--- src/rtl/div_unit.sv ---
// Multi-cycle restoring divider with signed/unsigned modes, one quotient bit per cycle.
// Results are registered on entry to DONE and held until the next completed divide.
module div_unit #(
  parameter int unsigned WIDTH = 32
) (
  input  logic             clk,
  input  logic             reset,
  input  logic             start,
  input  logic             is_signed,
  input  logic             cancel,
  input  logic [WIDTH-1:0] a,
  input  logic [WIDTH-1:0] b,
  output logic             busy,
  output logic             valid,
  output logic [WIDTH-1:0] quotient,
  output logic [WIDTH-1:0] remainder,
  output logic             div_by_zero
);

  localparam int unsigned CntW = $clog2(WIDTH + 1);

  typedef enum logic [1:0] {StIdle, StRun, StDone} state_e;

  state_e             state_q, state_d;
  logic [CntW-1:0]    cnt_q, cnt_d;
  logic [WIDTH-1:0]   a_q, a_d;
  logic [WIDTH-1:0]   b_q, b_d;
  logic               signed_q, signed_d;
  logic [WIDTH-1:0]   rem_q, rem_d;
  logic [WIDTH-1:0]   quo_q, quo_d;
  logic [WIDTH-1:0]   quotient_q, quotient_d;
  logic [WIDTH-1:0]   remainder_q, remainder_d;
  logic               dbz_q, dbz_d;

  logic               a_neg, b_neg, b_zero;
  logic [WIDTH-1:0]   a_in_mag, b_mag;
  logic [WIDTH:0]     shifted, diff;
  logic               ge;
  logic [WIDTH-1:0]   rem_step, quo_step, q_final, r_final;

  // One restoring step: the dividend magnitude shifts out of quo_q as quotient bits shift in.
  always_comb begin
    a_neg    = signed_q & a_q[WIDTH-1];
    b_neg    = signed_q & b_q[WIDTH-1];
    b_zero   = (b_q == '0);
    a_in_mag = (is_signed & a[WIDTH-1]) ? -a : a;
    b_mag    = b_neg ? -b_q : b_q;
    shifted  = {rem_q, quo_q[WIDTH-1]};
    diff     = shifted - {1'b0, b_mag};
    ge       = ~diff[WIDTH];
    rem_step = ge ? diff[WIDTH-1:0] : shifted[WIDTH-1:0];
    quo_step = {quo_q[WIDTH-2:0], ge};
    // Divide by zero bypasses sign fix-up so the remainder is the raw dividend.
    q_final  = b_zero ? '1 : ((a_neg ^ b_neg) ? -quo_step : quo_step);
    r_final  = b_zero ? a_q : (a_neg ? -rem_step : rem_step);
  end

  always_comb begin
    state_d     = state_q;
    cnt_d       = cnt_q;
    a_d         = a_q;
    b_d         = b_q;
    signed_d    = signed_q;
    rem_d       = rem_q;
    quo_d       = quo_q;
    quotient_d  = quotient_q;
    remainder_d = remainder_q;
    dbz_d       = dbz_q;

    if (cancel) begin
      state_d = StIdle;
      cnt_d   = '0;
    end else begin
      unique case (state_q)
        StIdle, StDone: begin
          state_d = StIdle;
          if (start) begin
            state_d  = StRun;
            cnt_d    = CntW'(WIDTH);
            a_d      = a;
            b_d      = b;
            signed_d = is_signed;
            rem_d    = '0;
            quo_d    = a_in_mag;
          end
        end
        StRun: begin
          rem_d = rem_step;
          quo_d = quo_step;
          cnt_d = cnt_q - CntW'(1);
          if (cnt_q == CntW'(1)) begin
            state_d     = StDone;
            quotient_d  = q_final;
            remainder_d = r_final;
            dbz_d       = b_zero;
          end
        end
        default: state_d = StIdle;
      endcase
    end
  end

  always_ff @(posedge clk or posedge reset) begin
    if (reset) begin
      state_q     <= StIdle;
      cnt_q       <= '0;
      a_q         <= '0;
      b_q         <= '0;
      signed_q    <= 1'b0;
      rem_q       <= '0;
      quo_q       <= '0;
      quotient_q  <= '0;
      remainder_q <= '0;
      dbz_q       <= 1'b0;
    end else begin
      state_q     <= state_d;
      cnt_q       <= cnt_d;
      a_q         <= a_d;
      b_q         <= b_d;
      signed_q    <= signed_d;
      rem_q       <= rem_d;
      quo_q       <= quo_d;
      quotient_q  <= quotient_d;
      remainder_q <= remainder_d;
      dbz_q       <= dbz_d;
    end
  end

  assign busy        = (state_q == StRun);
  assign valid       = (state_q == StDone);
  assign quotient    = quotient_q;
  assign remainder   = remainder_q;
  assign div_by_zero = dbz_q;

endmodule
--- config.mk ---
export PLATFORM = sky130hd
export DESIGN_NAME = div_unit
export DESIGN_NICKNAME = d
export VERILOG_FILES = /design/src/rtl/div_unit.sv
export SDC_FILE = /design/constraint.sdc
export NUM_CORES = 1
export LEC_CHECK = 0
export ABC_AREA = 1
export BUFFER_PORTS_ARGS = -buffer_cell sky130_fd_sc_hd__buf_2
export CORE_MARGIN = 2
export CORE_UTILIZATION = 29
export DETAILED_ROUTE_END_ITERATION = 8
export PLACE_DENSITY = 0.46
export SLEW_MARGIN = 20
export SYNTH_ARGS = -nofsm -noshare
export SYNTH_HDL_FRONTEND = slang
export SYNTH_SLANG_ARGS = --single-unit
--- constraint.sdc ---
create_clock -name clk -period 7.1 [get_ports clk]
set_input_delay 0.355 -clock clk [delete_from_list [all_inputs] [get_ports clk]]
set_output_delay 0.355 -clock clk [all_outputs]
set_load 0.01 [all_outputs]
# --- After elaboration in Yosys (flattened, before gate mapping) ---
# Index checks and enable logic that the tools add are counted.
word_totals:
  reg_bits: 202
  inputBits: 69
  output_inout_bits: 67
  wordCells: 55
classes:
  addsub: 6
  eq_ne: 6
  mux: 18
  bitwise_logic: 6
  reduce_logical: 9
op_table:
  columns: ["cell", "n"]
  rows:
  - ["$mux 32", 9]
  - ["$neg 32->32", 4]
  - ["$pmux 32 s2", 2]
  - ["$sub 33x32->33", 1]
  - ["$logic_not 32->1", 1]
  - ["$mux 6", 2]
  - ["$pmux 6 s2", 1]
  - ["$reduce_and 3->1", 3]
  - ["$eq 6x1->1 const B", 1]
  - ["$sub 6x1->6 const B", 1]
  - ["$mux 2", 2]
  - ["$pmux 2 s2", 1]
  - ["$and 1x1->1", 3]
  - ["$ne 3x2->1 const B", 1]
  - ["$ne 3x3->1 const B", 1]
  - ["$reduce_bool 3->1", 1]
  - ["$eq 2x1->1 const B", 1]
  - ["$eq 2x2->1 const B", 1]
  - ["$logic_not 2->1", 1]
  - ["$ne 2x2->1 const B", 1]
  - ["$not 1->1", 2]
  - ["$reduce_and 2->1", 1]
  - ["$reduce_bool 2->1", 1]
  - ["$reduce_or 2->1", 1]
  - ["other kinds (2)", 2]

# --- Longest topological paths before layout ---
logic_depth:
  depth_word: 7
  depth_mapped: 37
  mapped_depth_nobuf: 36

# --- Least setup slack after synthesis ---
# No wires, ideal clock.
synth_path:
  kind: "flip-flop to flip-flop"
  startpoint: "register b_q[2]"
  endpoint: "register quotient_q[30] (netlist: quotient[30])"
  setup_ps: 124
  t_arrival_ps: 5129
  required_ps: 6976
  slack_ps: 1847
  path_stages_with_launch: 36
  n_path_buf: 1
  synth_period_minus_slack_ps: 5253
  path_cell_list: "dfrtp_1 > nor3_1 > nor3b_1 > inv_1 > nor3_1 > nand3_1 > nor2_1 > nand2_1 > o31ai_1 > o21ai_0 > xor2_1 > inv_1 > ha_1 > nand2_1 > inv_1 > nand2_1 > nand2_1 > nand2_1 > nand2_1 > a21oi_4 > nand3_4 > nand2_8 > buf_6 > ha_1 > nand2_1 > nor2_1 > nand4_1 > nor2_1 > nand2_1 > nor3_1 > nand2_1 > nor3_1 > nand3_1 > o21ai_0 > or2_2 > a21oi_1"
synth_via:
  elab_chain_cells: 7
  elab_cells_between_ends: 8
  classes_between: "3 x add/sub; 3 x mux; 1 x bitwise; 1 x reduce/logical"
synth_rtl:
  columns: ["element", "line_no", "rtl"]
  rows:
  - ["start, declared", "27", "logic [WIDTH-1:0] b_q, b_d;"]
  - ["start signal, assigned", "108", "b_q <= '0;"]
  - ["start signal, assigned", "119", "b_q <= b_d;"]
  - ["$neg 32->32", "47", "b_mag = b_neg ? -b_q : b_q;"]
  - ["$mux 32", "47", null]
  - ["$sub 33x32->33", "49", "diff = shifted - {1'b0, b_mag};"]
  - ["$not 1->1", "50", "ge = ~diff[WIDTH];"]
  - ["$neg 32->32", "54", "q_final = b_zero ? '1 : ((a_neg ^ b_neg) ? -quo_step : quo_step);"]
  - ["$mux 32", "54", null]
  - ["$mux 32 *", "54", null]
  - ["end signal, assigned", "123", "quotient_q <= quotient_d;"]
  - ["end, declared", "31", "logic [WIDTH-1:0] quotient_q, quotient_d;"]
# Every way passes the cells marked *; elsewhere a longest branch is shown, timed or not.
# A chain may end at the register's enable or synchronous reset.

# --- Worst setup path after layout ---
# Same ends and word-level chain as after synthesis.

==> impl_metrics.json <==
{
  "outcome": "completed",
  "timing.final.hold_violations": 0,
  "worst_skew_pair.late_latency_ps": 570,
  "die_h_um": 229,
  "cp_common_cell": "sky130_fd_sc_hd__nand2_1",
  "worst_slew_margin_rel": 0.293,
  "yosys_register_bits": 202,
  "rsz0062_at_grt": "no",
  "grt_first_pass_wirelength_mm": 82.1,
  "detail_route.wirelength_mm": 52.0,
  "avgRoutedWirePerCell_um": 17.1,
  "yosysUniqueCellTypes": 50,
  "number_of_clock_sinks": 202,
  "area_growth_pct": 16.3,
  "numPortBuffers": 135,
  "avgSynthCellArea_um2": 6.60,
  "syn-num-nets": 2325,
  "initial_core_util": 0.293,
  "timing.critical_path.arrival_ps": 6810,
  "slew_violations": 0,
  "yosysWarnings": 0,
  "synth_enable_flop_cells": 0,
  "finish.net_count": 2453,
  "tritoncts": "built",
  "hold_path.class": "in2reg",
  "post_synth_instance_area_mm2": 0.0146,
  "share_of_final_layout_standard_cells_stronger_than_drive_strength_1": 0.120,
  "share_comb_of_total_power": 0.617,
  "finalSetupViolCount": 0,
  "die_w_um": 229,
  "final.hold.worst_slack_ps": 25.3,
  "maximum_number_of_pins_on_one_net_before_global_route_repair": 84,
  "p_sw_frac": 0.534,
  "max_stage_delay_ps": 410,
  "worst_margin_slew_ps": 1060,
  "p_int_mw": 3.86,
  "synth_flop_cell": "sky130_fd_sc_hd__dfrtp_1",
  "timing_worst_setup_path_type": "reg2reg",
  "pin_count": 136,
  "power_density_mw_per_mm2": 487,
  "htree_levels": 1,
  "finalWeightedCongestion": 0.909,
  "fin_area_mm2": 0.0170,
  "drv.max_cap_violation_count": 0,
  "design.die.area_mm2": 0.0523,
  "peakVddDrop_mv": 0.215,
  "drt_first_pass_iters": 5,
  "global_route.overflow_total": 0,
  "cts_setup_buffers": 0,
  "worst_setup_hold_path_clk_slew_ps": 60,
  "p_leak_nw": 8.77,
  "dp.final_hpwl_mm": 40.7,
  "route.vias.total": 14400,
  "placeable_core_region_mm2": 0.0500,
  "antenna_found_initial": 2,
  "detail_route.iter0.violations": 800,
  "switching_power_mw": 4.43,
  "syn_inst": 2217,
  "placement.cell_area_mm2": 0.0160,
  "cts_buffers": 25,
  "critical_path_peak_fanout": 28,
  "drc_errors": 0,
  "start_kind": "flop",
  "cts_root_buffer": "sky130_fd_sc_hd__clkbuf_16",
  "design_power_total_mw": 8.29,
  "grtUsageTotal": 0.198,
  "floorplan.rows": 82,
  "seq_area_frac_synth": 0.346,
  "cp_slowest_cell": "sky130_fd_sc_hd__dfrtp_1",
  "finClkSkew_ps": 24.8,
  "clk_path_buf_depth": 3,
  "maxClockFrequency_mhz": 158,
  "seq_power_share": 0.226,
  "post-route-period-util": 0.890,
  "worstSetupEndpointType": "flop",
  "layout_min_cycle_time_ps": 6320,
  "synthArstFlopShare": 1.00,
  "finalSetupTns_ps": 0,
  "clk_network_pwr_share": 0.157,
  "grt_pass1_vias": 14100,
  "drt.antenna.violating_nets": 0,
  "detail_route.vias_per_cell": 4.74,
  "timing.critical_path.required_ps": 7600
}
cells in the mapped netlist (2+ instances only):
master | number | share of area
sky130_fd_sc_hd__a21o_1 | 3 | 0.0015
sky130_fd_sc_hd__nor3_1 | 28 | 0.0096
sky130_fd_sc_hd__nor2_2 | 13 | 0.0056
sky130_fd_sc_hd__nand3_1 | 139 | 0.048
sky130_fd_sc_hd__clkbuf_1 | 50 | 0.013
sky130_fd_sc_hd__inv_2 | 11 | 0.0028
sky130_fd_sc_hd__nand2_4 | 8 | 0.0062
sky130_fd_sc_hd__ha_1 | 38 | 0.032
sky130_fd_sc_hd__xnor2_1 | 13 | 0.0078
sky130_fd_sc_hd__nand2_8 | 3 | 0.0041
sky130_fd_sc_hd__nand4_1 | 20 | 0.0086
sky130_fd_sc_hd__nor4_1 | 7 | 0.0030
sky130_fd_sc_hd__a31oi_1 | 13 | 0.0056
sky130_fd_sc_hd__inv_1 | 320 | 0.082
sky130_fd_sc_hd__o22ai_1 | 17 | 0.0073
sky130_fd_sc_hd__and2_1 | 5 | 0.0021
sky130_fd_sc_hd__nand3_2 | 3 | 0.0021
sky130_fd_sc_hd__o221ai_1 | 5 | 0.0030
sky130_fd_sc_hd__o21ai_1 | 8 | 0.0027
sky130_fd_sc_hd__nand3_4 | 4 | 0.0048
sky130_fd_sc_hd__o21bai_1 | 7 | 0.0036
sky130_fd_sc_hd__o31ai_1 | 6 | 0.0031
sky130_fd_sc_hd__buf_1 | 5 | 0.0013
sky130_fd_sc_hd__nand3b_1 | 7 | 0.0036
sky130_fd_sc_hd__o21ai_0 | 185 | 0.063
sky130_fd_sc_hd__xor2_1 | 42 | 0.025
sky130_fd_sc_hd__a21oi_2 | 3 | 0.0018
sky130_fd_sc_hd__o32ai_1 | 2 | 0.0012
sky130_fd_sc_hd__nor2_4 | 5 | 0.0038
sky130_fd_sc_hd__nand2_1 | 694 | 0.18
sky130_fd_sc_hd__nand2_2 | 26 | 0.011
sky130_fd_sc_hd__buf_6 | 5 | 0.0038
sky130_fd_sc_hd__or2_2 | 6 | 0.0026
sky130_fd_sc_hd__dfrtp_1 | 202 | 0.35
sky130_fd_sc_hd__a21oi_1 | 73 | 0.025
sky130_fd_sc_hd__buf_2 | 8 | 0.0027
sky130_fd_sc_hd__o211ai_1 | 28 | 0.014
sky130_fd_sc_hd__nor2_1 | 191 | 0.049
sky130_fd_sc_hd__and3_1 | 3 | 0.0013
state kept, by name, indices dropped and copies added (netlist names):
signal and flops:
a_q 32, b_q 32, cnt_q 6, div_by_zero 1
quo_q 32, quotient 32, rem_q 32, remainder 32
signed_q 1, state_q 2
logic make-up after synthesis:
group | after synthesis | share of synthesized area
compound gates | 355 | 0.136
simple gates | 1165 | 0.345
fa+ha+maj | 39 | 0.0339
flops | 202 | 0.346
xor+xnor | 55 | 0.0329
buf+inv | 401 | 0.106
placed cells by master (no fill, tap or decap), types with 4 or more instances in the layout:
cell,count
sky130_fd_sc_hd__clkbuf_8,5
sky130_fd_sc_hd__a31oi_1,13
sky130_fd_sc_hd__or2_2,6
sky130_fd_sc_hd__inv_2,12
sky130_fd_sc_hd__dfrtp_1,202
sky130_fd_sc_hd__nor3_1,27
sky130_fd_sc_hd__xnor2_1,13
sky130_fd_sc_hd__nand2_2,26
sky130_fd_sc_hd__ha_1,38
sky130_fd_sc_hd__clkinvlp_4,4
sky130_fd_sc_hd__o21bai_1,7
sky130_fd_sc_hd__nor2_1,188
sky130_fd_sc_hd__clkbuf_1,5
sky130_fd_sc_hd__dlygate4sd3_1,21
sky130_fd_sc_hd__buf_2,135
sky130_fd_sc_hd__nand2_4,8
sky130_fd_sc_hd__o21ai_1,8
sky130_fd_sc_hd__nor2_2,14
sky130_fd_sc_hd__o31ai_1,5
sky130_fd_sc_hd__nand4_1,20
sky130_fd_sc_hd__xor2_1,42
sky130_fd_sc_hd__and2_1,5
sky130_fd_sc_hd__nand3b_1,7
sky130_fd_sc_hd__buf_4,14
sky130_fd_sc_hd__o221ai_1,5
sky130_fd_sc_hd__o22ai_1,17
sky130_fd_sc_hd__clkbuf_16,25
sky130_fd_sc_hd__nor2_4,7
sky130_fd_sc_hd__nand3_4,4
sky130_fd_sc_hd__nand3_1,139
sky130_fd_sc_hd__inv_1,318
sky130_fd_sc_hd__o211ai_1,28
sky130_fd_sc_hd__a21oi_1,73
sky130_fd_sc_hd__nand2_1,694
sky130_fd_sc_hd__o21ai_0,185
sky130_fd_sc_hd__nor4_1,6
repair_timing:
item / 4_1_cts / 5_1_grt
setup endpoints to repair: 0 / 3
hold buffers: 21 / 0
endpoints found under the hold margin: 101 / 0
gates resized for setup: 0 / 3
worst paths after layout:
check,start,endpoint,slack (ps),cells past startpoint
max,b_q[2]$_DFFE_PP0P_,quotient[30]$_DFFE_PP0P_,780,33
min,b[8],b_q[8]$_DFFE_PP0P_,30,3
max reg2reg,b_q[2]$_DFFE_PP0P_,quotient[30]$_DFFE_PP0P_,780,33
min reg2reg,quotient[21]$_DFFE_PP0P_,quotient[21]$_DFFE_PP0P_,500,2
max in group asynchronous,reset,quotient[23]$_DFFE_PP0P_,5310,4
min in group asynchronous,reset,cnt_q[2]$_DFFE_PP0P_,430,3
through the flow:
stage          instances  worst slack (ps)  utilization
2_1_floorplan       2217              1230            -
5_1_grt             3036              69.1        0.341
3_5_place_dp        2969               632        0.320
4_1_cts             3035               607        0.340
6_report            3036               784        0.341
3_3_place_gp        2969               837        0.320
critical path: cells and delay by family (launching register included):
kind	cells	cell delay, ps
compound gates	4	730
xor+xnor	1	170
fa+ha+maj	2	550
buf+inv	3	240
flops	1	410
simple gates	23	4120
metal layers:
metal	GRT usage	share of wire
met4	0.0611	0.028
met3	0.0220	0.038
met5	0	0.00031
met2	0.318	0.45
met1	0.279	0.48
power by group through the flow:
stage / clock network [mW] / registers (mW) / logic, mW
5_1_grt: 1.38 / 1.92 / 5.81
6_report: 1.30 / 1.88 / 5.12
3_3_place_gp: 0 / 1.90 / 5.09
3_5_place_dp: 0 / 1.89 / 5.09
2_1_floorplan: 0 / 1.83 / 3.71
4_1_cts: 1.34 / 1.88 / 5.12
area by class of cell:
type	instances	area, um2
antenna	1	2.50
sequential	202	5050
inverter	332	1250
timing repair buffer	170	991
multi-input combinational	1614	8050
tap	672	841
fill	5494	32900
clock buffer	35	713
clock inverter	10	108
Note: power is estimated with default switching activity, not from simulation.
